--- src/rtl/regbank_mp_if.sv ---
// Register bank bus: two combinational read ports, two write ports and a reservation port.
// The master modport drives addresses, writes and reservations; the slave modport is the bank.
interface regbank_mp_if #(
    parameter int WIDTH   = 32,
    parameter int REG_SEL = 5
);
    logic               rd_a_sel;
    logic [REG_SEL-1:0] rd_a_addr;
    logic [WIDTH-1:0]   rd_a_data;
    logic               rd_a_busy;

    logic               rd_b_sel;
    logic [REG_SEL-1:0] rd_b_addr;
    logic [WIDTH-1:0]   rd_b_data;
    logic               rd_b_busy;

    logic               wr0_en;
    logic               wr0_sel;
    logic [REG_SEL-1:0] wr0_addr;
    logic [WIDTH-1:0]   wr0_data;

    logic               wr1_en;
    logic               wr1_sel;
    logic [REG_SEL-1:0] wr1_addr;
    logic [WIDTH-1:0]   wr1_data;

    logic               rsv_en;
    logic               rsv_sel;
    logic [REG_SEL-1:0] rsv_addr;
    logic               rsv_ok;

    modport master (
        output rd_a_sel, rd_a_addr, rd_b_sel, rd_b_addr,
        output wr0_en, wr0_sel, wr0_addr, wr0_data,
        output wr1_en, wr1_sel, wr1_addr, wr1_data,
        output rsv_en, rsv_sel, rsv_addr,
        input  rd_a_data, rd_a_busy, rd_b_data, rd_b_busy, rsv_ok
    );

    modport slave (
        input  rd_a_sel, rd_a_addr, rd_b_sel, rd_b_addr,
        input  wr0_en, wr0_sel, wr0_addr, wr0_data,
        input  wr1_en, wr1_sel, wr1_addr, wr1_data,
        input  rsv_en, rsv_sel, rsv_addr,
        output rd_a_data, rd_a_busy, rd_b_data, rd_b_busy, rsv_ok
    );
endinterface

--- src/rtl/regbank_mp.sv ---
// Multi-ported scalar/predicate register bank with per-register busy scoreboard.
// Reads are 0-cycle combinational, writes/reservations commit on the clk edge; no backpressure.
module regbank_mp #(
    parameter int WIDTH         = 32,
    parameter int NUM_REGS      = 32,
    parameter int NUM_PRED_REGS = 8,
    parameter int REG_SEL       = 5,
    parameter int PRED_REG_SEL  = 3,
    parameter int BYPASS        = 1,
    parameter int ZERO_REG      = 1
) (
    input  logic         clk,
    input  logic         reset,
    regbank_mp_if.slave  bus
);

    localparam logic [REG_SEL:0] REG_LIMIT  = (REG_SEL+1)'(NUM_REGS);
    localparam logic [REG_SEL:0] PRED_LIMIT = (REG_SEL+1)'(NUM_PRED_REGS);

    logic [WIDTH-1:0]         regs_q [NUM_REGS];
    logic [WIDTH-1:0]         regs_d [NUM_REGS];
    logic [NUM_PRED_REGS-1:0] preds_q, preds_d;
    logic [NUM_REGS-1:0]      sbusy_q, sbusy_d;
    logic [NUM_PRED_REGS-1:0] pbusy_q, pbusy_d;

    logic                     rd_sel  [2];
    logic [REG_SEL-1:0]       rd_addr [2];
    logic [WIDTH-1:0]         rd_dat  [2];
    logic                     rd_bsy  [2];

    logic                     wr_en   [2];
    logic                     wr_sel  [2];
    logic [REG_SEL-1:0]       wr_addr [2];
    logic [WIDTH-1:0]         wr_dat  [2];

    logic                     rsv_busy;

    // A target is real storage: in range for its bank and not the hardwired scalar r0.
    function automatic logic tgt_ok(input logic sel, input logic [REG_SEL-1:0] addr);
        if (sel) begin
            return ({1'b0, addr} < PRED_LIMIT);
        end
        return ({1'b0, addr} < REG_LIMIT) && !((ZERO_REG != 0) && (addr == '0));
    endfunction

    function automatic logic [WIDTH-1:0] zext(input logic b);
        return {{(WIDTH-1){1'b0}}, b};
    endfunction

    assign rd_sel[0]  = bus.rd_a_sel;
    assign rd_addr[0] = bus.rd_a_addr;
    assign rd_sel[1]  = bus.rd_b_sel;
    assign rd_addr[1] = bus.rd_b_addr;

    assign wr_en[0]   = bus.wr0_en;
    assign wr_sel[0]  = bus.wr0_sel;
    assign wr_addr[0] = bus.wr0_addr;
    assign wr_dat[0]  = bus.wr0_data;
    assign wr_en[1]   = bus.wr1_en;
    assign wr_sel[1]  = bus.wr1_sel;
    assign wr_addr[1] = bus.wr1_addr;
    assign wr_dat[1]  = bus.wr1_data;

    // Port 1 is applied after port 0 so it wins a same-address collision;
    // the reservation is applied last so it wins over a same-cycle write clear.
    always_comb begin
        regs_d  = regs_q;
        preds_d = preds_q;
        sbusy_d = sbusy_q;
        pbusy_d = pbusy_q;
        for (int w = 0; w < 2; w++) begin
            if (wr_en[w] && tgt_ok(wr_sel[w], wr_addr[w])) begin
                if (wr_sel[w]) begin
                    preds_d[wr_addr[w][PRED_REG_SEL-1:0]] = wr_dat[w][0];
                    pbusy_d[wr_addr[w][PRED_REG_SEL-1:0]] = 1'b0;
                end else begin
                    regs_d[wr_addr[w]]  = wr_dat[w];
                    sbusy_d[wr_addr[w]] = 1'b0;
                end
            end
        end
        if (bus.rsv_en && tgt_ok(bus.rsv_sel, bus.rsv_addr)) begin
            if (bus.rsv_sel) begin
                pbusy_d[bus.rsv_addr[PRED_REG_SEL-1:0]] = 1'b1;
            end else begin
                sbusy_d[bus.rsv_addr] = 1'b1;
            end
        end
    end

    always_ff @(posedge clk) begin
        if (reset) begin
            for (int i = 0; i < NUM_REGS; i++) begin
                regs_q[i] <= '0;
            end
            preds_q <= '0;
            sbusy_q <= '0;
            pbusy_q <= '0;
        end else begin
            regs_q  <= regs_d;
            preds_q <= preds_d;
            sbusy_q <= sbusy_d;
            pbusy_q <= pbusy_d;
        end
    end

    // Busy always reflects pre-edge state; only data is forwarded from same-cycle writes.
    always_comb begin
        for (int p = 0; p < 2; p++) begin
            rd_dat[p] = '0;
            rd_bsy[p] = 1'b0;
            if (tgt_ok(rd_sel[p], rd_addr[p])) begin
                if (rd_sel[p]) begin
                    rd_dat[p] = zext(preds_q[rd_addr[p][PRED_REG_SEL-1:0]]);
                    rd_bsy[p] = pbusy_q[rd_addr[p][PRED_REG_SEL-1:0]];
                end else begin
                    rd_dat[p] = regs_q[rd_addr[p]];
                    rd_bsy[p] = sbusy_q[rd_addr[p]];
                end
                if (BYPASS != 0) begin
                    for (int w = 0; w < 2; w++) begin
                        if (wr_en[w] && (wr_sel[w] == rd_sel[p]) && (wr_addr[w] == rd_addr[p])) begin
                            rd_dat[p] = wr_sel[w] ? zext(wr_dat[w][0]) : wr_dat[w];
                        end
                    end
                end
            end
        end
    end

    always_comb begin
        rsv_busy = 1'b0;
        if (tgt_ok(bus.rsv_sel, bus.rsv_addr)) begin
            rsv_busy = bus.rsv_sel ? pbusy_q[bus.rsv_addr[PRED_REG_SEL-1:0]]
                                   : sbusy_q[bus.rsv_addr];
        end
    end

    assign bus.rd_a_data = rd_dat[0];
    assign bus.rd_a_busy = rd_bsy[0];
    assign bus.rd_b_data = rd_dat[1];
    assign bus.rd_b_busy = rd_bsy[1];
    assign bus.rsv_ok    = !rsv_busy;

endmodule

--- src/flat_wrapper.sv ---
// flat-port wrapper written by rule: the top's interface ports become plain ports
module regbank_mp_flat 
#(
    parameter int WIDTH         = 32,
    parameter int NUM_REGS      = 32,
    parameter int NUM_PRED_REGS = 8,
    parameter int REG_SEL       = 5,
    parameter int PRED_REG_SEL  = 3,
    parameter int BYPASS        = 1,
    parameter int ZERO_REG      = 1
)
  (clk, reset, bus_rd_a_sel, bus_rd_a_addr, bus_rd_b_sel, bus_rd_b_addr, bus_wr0_en, bus_wr0_sel, bus_wr0_addr, bus_wr0_data, bus_wr1_en, bus_wr1_sel, bus_wr1_addr, bus_wr1_data, bus_rsv_en, bus_rsv_sel, bus_rsv_addr, bus_rd_a_data, bus_rd_a_busy, bus_rd_b_data, bus_rd_b_busy, bus_rsv_ok);
  regbank_mp_if #(.WIDTH(WIDTH), .REG_SEL(REG_SEL)) bus_i ();
  input  logic clk;
  input  logic reset;
  input wire logic [$bits(bus_i.rd_a_sel)-1:0] bus_rd_a_sel;
  input wire logic [$bits(bus_i.rd_a_addr)-1:0] bus_rd_a_addr;
  input wire logic [$bits(bus_i.rd_b_sel)-1:0] bus_rd_b_sel;
  input wire logic [$bits(bus_i.rd_b_addr)-1:0] bus_rd_b_addr;
  input wire logic [$bits(bus_i.wr0_en)-1:0] bus_wr0_en;
  input wire logic [$bits(bus_i.wr0_sel)-1:0] bus_wr0_sel;
  input wire logic [$bits(bus_i.wr0_addr)-1:0] bus_wr0_addr;
  input wire logic [$bits(bus_i.wr0_data)-1:0] bus_wr0_data;
  input wire logic [$bits(bus_i.wr1_en)-1:0] bus_wr1_en;
  input wire logic [$bits(bus_i.wr1_sel)-1:0] bus_wr1_sel;
  input wire logic [$bits(bus_i.wr1_addr)-1:0] bus_wr1_addr;
  input wire logic [$bits(bus_i.wr1_data)-1:0] bus_wr1_data;
  input wire logic [$bits(bus_i.rsv_en)-1:0] bus_rsv_en;
  input wire logic [$bits(bus_i.rsv_sel)-1:0] bus_rsv_sel;
  input wire logic [$bits(bus_i.rsv_addr)-1:0] bus_rsv_addr;
  output wire logic [$bits(bus_i.rd_a_data)-1:0] bus_rd_a_data;
  output wire logic [$bits(bus_i.rd_a_busy)-1:0] bus_rd_a_busy;
  output wire logic [$bits(bus_i.rd_b_data)-1:0] bus_rd_b_data;
  output wire logic [$bits(bus_i.rd_b_busy)-1:0] bus_rd_b_busy;
  output wire logic [$bits(bus_i.rsv_ok)-1:0] bus_rsv_ok;
  assign bus_i.rd_a_sel = bus_rd_a_sel;
  assign bus_i.rd_a_addr = bus_rd_a_addr;
  assign bus_i.rd_b_sel = bus_rd_b_sel;
  assign bus_i.rd_b_addr = bus_rd_b_addr;
  assign bus_i.wr0_en = bus_wr0_en;
  assign bus_i.wr0_sel = bus_wr0_sel;
  assign bus_i.wr0_addr = bus_wr0_addr;
  assign bus_i.wr0_data = bus_wr0_data;
  assign bus_i.wr1_en = bus_wr1_en;
  assign bus_i.wr1_sel = bus_wr1_sel;
  assign bus_i.wr1_addr = bus_wr1_addr;
  assign bus_i.wr1_data = bus_wr1_data;
  assign bus_i.rsv_en = bus_rsv_en;
  assign bus_i.rsv_sel = bus_rsv_sel;
  assign bus_i.rsv_addr = bus_rsv_addr;
  assign bus_rd_a_data = bus_i.rd_a_data;
  assign bus_rd_a_busy = bus_i.rd_a_busy;
  assign bus_rd_b_data = bus_i.rd_b_data;
  assign bus_rd_b_busy = bus_i.rd_b_busy;
  assign bus_rsv_ok = bus_i.rsv_ok;
  regbank_mp #(.WIDTH(WIDTH), .NUM_REGS(NUM_REGS), .NUM_PRED_REGS(NUM_PRED_REGS), .REG_SEL(REG_SEL), .PRED_REG_SEL(PRED_REG_SEL), .BYPASS(BYPASS), .ZERO_REG(ZERO_REG)) u_core (.clk(clk), .reset(reset), .bus(bus_i));
endmodule
--- config.mk ---
export PLATFORM = sky130hd
export DESIGN_NAME = regbank_mp_flat
export DESIGN_NICKNAME = d
export VERILOG_FILES = /design/src/rtl/regbank_mp_if.sv /design/src/rtl/regbank_mp.sv /design/src/flat_wrapper.sv
export SDC_FILE = /design/constraint.sdc
export NUM_CORES = 2
export LEC_CHECK = 0
export BUFFER_PORTS_ARGS = -buffer_cell sky130_fd_sc_hd__buf_2
export CORE_ASPECT_RATIO = 0.5
export CORE_MARGIN = 4
export CORE_UTILIZATION = 40
export DETAILED_ROUTE_END_ITERATION = 12
export GPL_ROUTABILITY_DRIVEN = 0
export MAX_ROUTING_LAYER = met4
export SLEW_MARGIN = 20
export SYNTH_ARGS = -nofsm -noshare
export SYNTH_HDL_FRONTEND = slang
export SYNTH_SLANG_ARGS = --single-unit
--- constraint.sdc ---
create_clock -name clk -period 2.1 [get_ports clk]
set_clock_uncertainty 0.15 [all_clocks]
set_input_delay 0.21 -clock clk [delete_from_list [all_inputs] [get_ports clk]]
set_output_delay 0.21 -clock clk [all_outputs]
set_load 0.02 [all_outputs]
## Word-level counts from Yosys, hierarchy flattened

Cells that the tools add are included.

- Magnitude comparators: 27
- Eq/ne operators: 8
- Mux-type cells: 93
- Bitwise gates (word level): 14
- Reductions and logical operators: 30

Operators by type and width:

| kind | count |
|---|---|
| 1024-bit two-way mux | 4 |
| 1024-bit bitwise mux | 2 |
| 32-bit two-way mux | 22 |
| 32-bit binary-select mux with 5-bit select | 2 |
| 32-bit demux with 5-bit select | 2 |
| 8-bit two-way mux | 10 |
| 32-bit bitwise AND | 2 |
| 32-bit NOT | 2 |
| 1-bit two-way mux | 35 |
| 32-bit OR | 1 |
| 5-bit by 6-bit less-than comparator with 1-bit output, second input constant | 5 |
| 5-bit logical NOT | 5 |
| 5-bit by 4-bit less-than comparator with 1-bit output, second input constant | 5 |
| 6-bit greater-or-equal comparator, second input constant | 4 |
| 5-bit NOT with 6-bit output | 4 |
| 5-bit equality test | 4 |
| 3-bit by 4-bit less-than comparator with 1-bit output, second input constant | 5 |
| 1-bit logical AND | 19 |
| 8-bit bitwise AND | 2 |
| 8-bit bitwise mux | 2 |
| 8-bit NOT | 2 |
| 1-bit binary-select mux with 3-bit select | 5 |
| 1-bit binary-select mux with 5-bit select | 3 |
| 1-bit demux with 5-bit select | 3 |
| 7 further kinds | 22 |

- Register bits: 1072
- Input port bits: 99
- Output and inout bits: 67
- Logic and storage cells: 207

## Longest topological paths before layout

- Depth after elaboration: 14
- Gate-level depth with buffers: 11
- Gate-level depth less buffers: 6

## Worst setup path after synthesis

OpenSTA, ideal clock, no wires.

- Path kind: input -> output
- Start point: input port bus_rd_b_addr[0]
- End point: output port bus_rd_b_data[0]
- Arrival: 2.049 ns
- Required time: 1.740 ns
- Slack: -0.309 ns
- Cell stages on the path: 10
- Buffers on the path: 4
- Cell sequence: buf_6 > buf_8 > buf_6 > buf_2 > nor3b_1 > nor4b_1 > o21ai_0 > mux2i_1 > a31oi_1 > a211oi_1

- Word-level cells in the longest chain between the ends: 8
- Elaborated cells between the ends (all ways): 19
- Classes of those cells: 1 x order compare; 2 x eq/ne; 11 x mux; 1 x bitwise; 4 x reduce/logical

Ends and longest elaborated chain:

| what | line | source |
|---|---|---|
| from (decl) | flat_wrapper.sv:19 | `input wire logic [$bits(bus_i.rd_b_addr)-1:0] bus_rd_b_addr;` |
| 5-bit NOT with 6-bit output (not written as such) | regbank_mp.sv:117 | `rd_dat[p] = regs_q[rd_addr[p]];` |
| 32-bit binary-select mux with 5-bit select | regbank_mp.sv:117 |  |
| 32-bit two-way mux (not written as such) (2 in series) | regbank_mp.sv:117 |  |
| 32-bit two-way mux | regbank_mp.sv:113 | `if (rd_sel[p]) begin` |
| 32-bit two-way mux (2 in series) | regbank_mp.sv:122 | `if (wr_en[w] && (wr_sel[w] == rd_sel[p]) && (wr_addr[w] == rd_addr[p])) begin` |
| 32-bit two-way mux * | regbank_mp.sv:112 | `if (tgt_ok(rd_sel[p], rd_addr[p])) begin` |
| to (decl) | flat_wrapper.sv:33 | `output wire logic [$bits(bus_i.rd_b_data)-1:0] bus_rd_b_data;` |

Every way passes the cells marked *; elsewhere a longest branch is shown, timed or not. The select of a mux whose other input is x is not followed.

## Worst setup path in the final report

- Start point: register u_core.regs_q[354] (netlist name)
- End point: output port bus_rd_a_data[2]

- Word-level cells in the longest chain between the ends: 7

Ends and longest elaborated chain:

| what | line | source |
|---|---|---|
| from (decl) | regbank_mp.sv:20 | `logic [WIDTH-1:0] regs_q [NUM_REGS];` |
| from (signal assigned) | regbank_mp.sv:100 | `regs_q <= regs_d;` |
| 32-bit binary-select mux with 5-bit select | regbank_mp.sv:117 |  |
| 32-bit two-way mux (not written as such) (2 in series) | regbank_mp.sv:117 |  |
| 32-bit two-way mux | regbank_mp.sv:113 |  |
| 32-bit two-way mux (2 in series) | regbank_mp.sv:122 |  |
| 32-bit two-way mux | regbank_mp.sv:112 |  |
| to (decl) | flat_wrapper.sv:31 | `output wire logic [$bits(bus_i.rd_a_data)-1:0] bus_rd_a_data;` |

No other way between the ends. The select of a mux whose other input is x is not followed.

==> impl_summary.txt <==
----------------------------------------------------
[STA]
  Actual transition at the worst max-transition pin ... 1.013 ns
  Final Max Slew Viols ... 0
  Setup violators final ... 71
  Fin crit share ... 166.8%
  Relative slew slack ... 32.30%
  Worst setup margin ... -1.403 ns
  Max Clk Rate ... 285.5 MHz
  Unrepaired setup endpoints after global routing ... yes
  Endpoints failing hold ... 0
  Shortest period the worst path allows ... 3.503 ns

[Yosys]
  Post-synthesis cell area ... 0.06711 mm²
  Count of cell types in the netlist ... 68
  Gate count after technology mapping ... 7256
  Post-synth EDFFs ... 0
  Primary flip-flop cell chosen by synthesis mapping ... dfxtp_1
  Synth async-reset ratio ... 0%
  Sequential element share of the synthesized area ... 31.98%
  Post-Syn Nets ... 7355
  Post-synthesis sequential element count ... 1072
  Syn. warnings ... 0
  Mean instance size in the synthesized netlist ... 9.248 µm²

[GRT]
  Pin count of the biggest net entering global routing ... 102
  Number of global-route vias before repair ... 64920
  Overflow left after global routing ... 0
  Tot GR Track Use ... 38.36%
  Wire length of the first global-routing pass ... 482.7 mm
  Antenna violations before repair ... 10

[Placed design]
  Cell Count Post-Placement ... 9790
  HPWL after detailed placement ... 229.9 mm
  Number of I/O port buffers ... 165

[Routing]
  Mean number of vias per cell ... 6.906
  Post-detailed-routing wire length ... 340.9 mm
  Vias post-DR ... 69970
  Number of antenna-violating nets in the routed design ... 0
  Average wire per standard cell ... 33.65 µm
  Iteration-0 DRC Markers ... 12360
  Pre-antenna DRT Iters ... 9
  DRC violation count after routing ... 0

[Floorplan]
  I/O pin total ... 166
  Die extent in y ... 297.6 µm
  Initial cell density of the core ... 40.60%
  Number of cell rows ... 105
  Die W ... 587.2 µm
  Die outline area ... 0.1748 mm²
  Core region area ... 0.1653 mm²

[Worst setup path]
  Nature of the critical path startpoint ... flip-flop
  Worst setup EP type ... output port
  FF-to-FF setup slack ... 0.53 ns
  Worst endpoint required time ... 1.74 ns
  Delay of the slowest critical-path stage ... 0.76 ns
  Family with the most delay on the worst path ... compound AO/OA/AOI/OAI gates
  Cell at the slowest stage of the critical path ... o211ai_1
  CP Data Arrival Time ... 3.14 ns
  Cells along the critical path ... mux4_2, nor2b_4, a211oi_2, a31oi_1, o211ai_1, buf_4, a211oi_4, buf_6
  Buffers and inverters on the worst path ... 2
  Crit-path max FO ... 3
  Setup CP Type ... reg -> out

[Cells and area]
  Area growth, synth to finish ... 29.20%
  Share of final-layout standard cells stronger than drive strength 1 ... 33.09%
  Commonest cells after routing, fill and taps aside ... nor2_1, dfxtp_1, buf_4
  Post-Route Utilization ... 52.46%
  Multi-input gate area in the final layout ... 0.04318 mm²
  Layout net count ... 7934
  Leading cell type in the layout, fill and taps excluded ... nor2_1
  Area taken by flip-flops and latches ... 0.02169 mm²
  Fin cells ... 10130
  Fill cells ... 14450

[Power]
  Leakage dissipation ... 0.03111 µW
  Pwr dens ... 575.4 mW/mm²
  Maximum vdd drop ... 0.6730 mV

[Clock network]
  Clock sinks ... 1072
  H-tree depth ... 3
  CTS tree ... yes
  Clk slew on worst S/H paths ... 0.07 ns
  Clock network latency to the later pin of the worst-skew pair ... 0.75 ns
  Largest buffer count on any clock path ... 3
  Cell chosen for the clock root ... clkbuf_16
  Inserted Clock Buffers ... 109

[Job]
  Number of max-cap violations ... 0

[Status]
  Violations in the final reports ... negative setup slack
  Outcome ... finished, violations left

[Worst hold path]
  Path class of the lowest-slack min-delay path ... in -> reg

----------------------------------------------------
[worst register-to-register path, delay by kind of cell (launching register included)]
family / cells / cell delay, ns
DFF: 1 / 0.35
AOI/OAI and AO/OA: 1 / 0.27
buffers and inverters: 2 / 0.70
and+or+nand+nor: 1 / 0.05
[power breakdown]
part / total, µW / leakage [µW] / switching (µW) / internal (µW)
logic: 7390 / 0.0205 / 4660 / 2730
registers: 20700 / 0.00874 / 175 / 20600
clock network: 21800 / 0.00190 / 9510 / 12300
total: 49900 / 0.0311 / 14300 / 35500
[cell families (layout without fill, tap and decap cells)]
logic type      after synthesis  in the layout  share of synthesized area, %
simple gates               2315           2315                         14.79
compound gates             1421           1421                         16.41
mux                        1398           1398                         29.56
flops                      1072           1072                         31.98
buf+inv                    1027           1697                         6.968
xor+xnor                     23             23                        0.3002
other cells                   0             13                             0
[state kept, by name, summed over array words and instances (netlist names)]
signal and count:
u_core.regs_q 1024, u_core.sbusy_q 32, u_core.preds_q 8, u_core.pbusy_q 8
[path summary, 6_finish.rpt]
| kind | from | endpoint | cells after the start |
|---|---|---|---|
| hold / removal | bus_wr1_sel | u_core.preds_q[5] | 4 |
| setup / recovery | u_core.regs_q[354] | bus_rd_a_data[2] | 8 |
| setup reg to reg | u_core.regs_q[905] | u_core.regs_q[905] | 4 |
| hold reg to reg | u_core.regs_q[1012] | u_core.regs_q[1012] | 1 |
[cell usage after synthesis, types with 120 or more instances]
cell type  count  area [µm²]
nor2_1      1081        4058
dfxtp_1     1072       21460
mux2i_1      923        9239
a211oi_1     611        4587
nand2_1      603        2263
clkbuf_1     528        1982
mux4_2       466       10500
nand3_1      433        2167
a311oi_1     390        3416
buf_2        228        1141
a22oi_1      122       915.9
buf_1        120       450.4
[area by class of cell]
class / count / area share, %
Antenna cell: 13 / 0.03752
Clock buffer: 155 / 3.658
Clock inverter: 47 / 0.7663
Inverter: 19 / 0.08226
Multi-Input combinational cell: 5157 / 49.80
Sequential cell: 1072 / 25.02
Tap cell: 2193 / 3.165
Timing Repair Buffer: 1476 / 17.47
[routing by layer]
metal | global-route usage [%] | vias to the layer above | part of all wire [%]
li1 | - | 28410 | -
met1 | 49.52 | 34110 | 38
met3 | 14.80 | 1396 | 16
met2 | 51.04 | 6063 | 39
met5 | - | - | 0
met4 | 20.86 | 0 | 6.9
[repair_timing]
item | in CTS | in global routing
setup buffers | 18 | 29
setup endpoints to repair | 67 | 79
pin swaps | 148 | 105
gates resized for setup | 477 | 194
hold endpoints to repair | 978 | 0
cloned | 1 | 2
hold buffers | 92 | 0
[metrics by stage]
stage / setup TNS, ns / area, µm² / power, µW / hold WS (ns) / worst slack (ns)
after floorplan: -2.583 / 67770 / 24640 / 0.3009 / -0.1162
after global placement: -266.31 / 79280 / 27690 / 0.3146 / -1.294
after detailed placement: -292.31 / 79280 / 27700 / 0.3205 / -1.260
after CTS: -52.24 / 85720 / 49300 / 0.003477 / -1.389
after global routing: -54.31 / 86700 / 50650 / 0.05475 / -1.457
final: -52.40 / 86700 / 49890 / 0.07045 / -1.403
(Power assumes the default switching activity.)
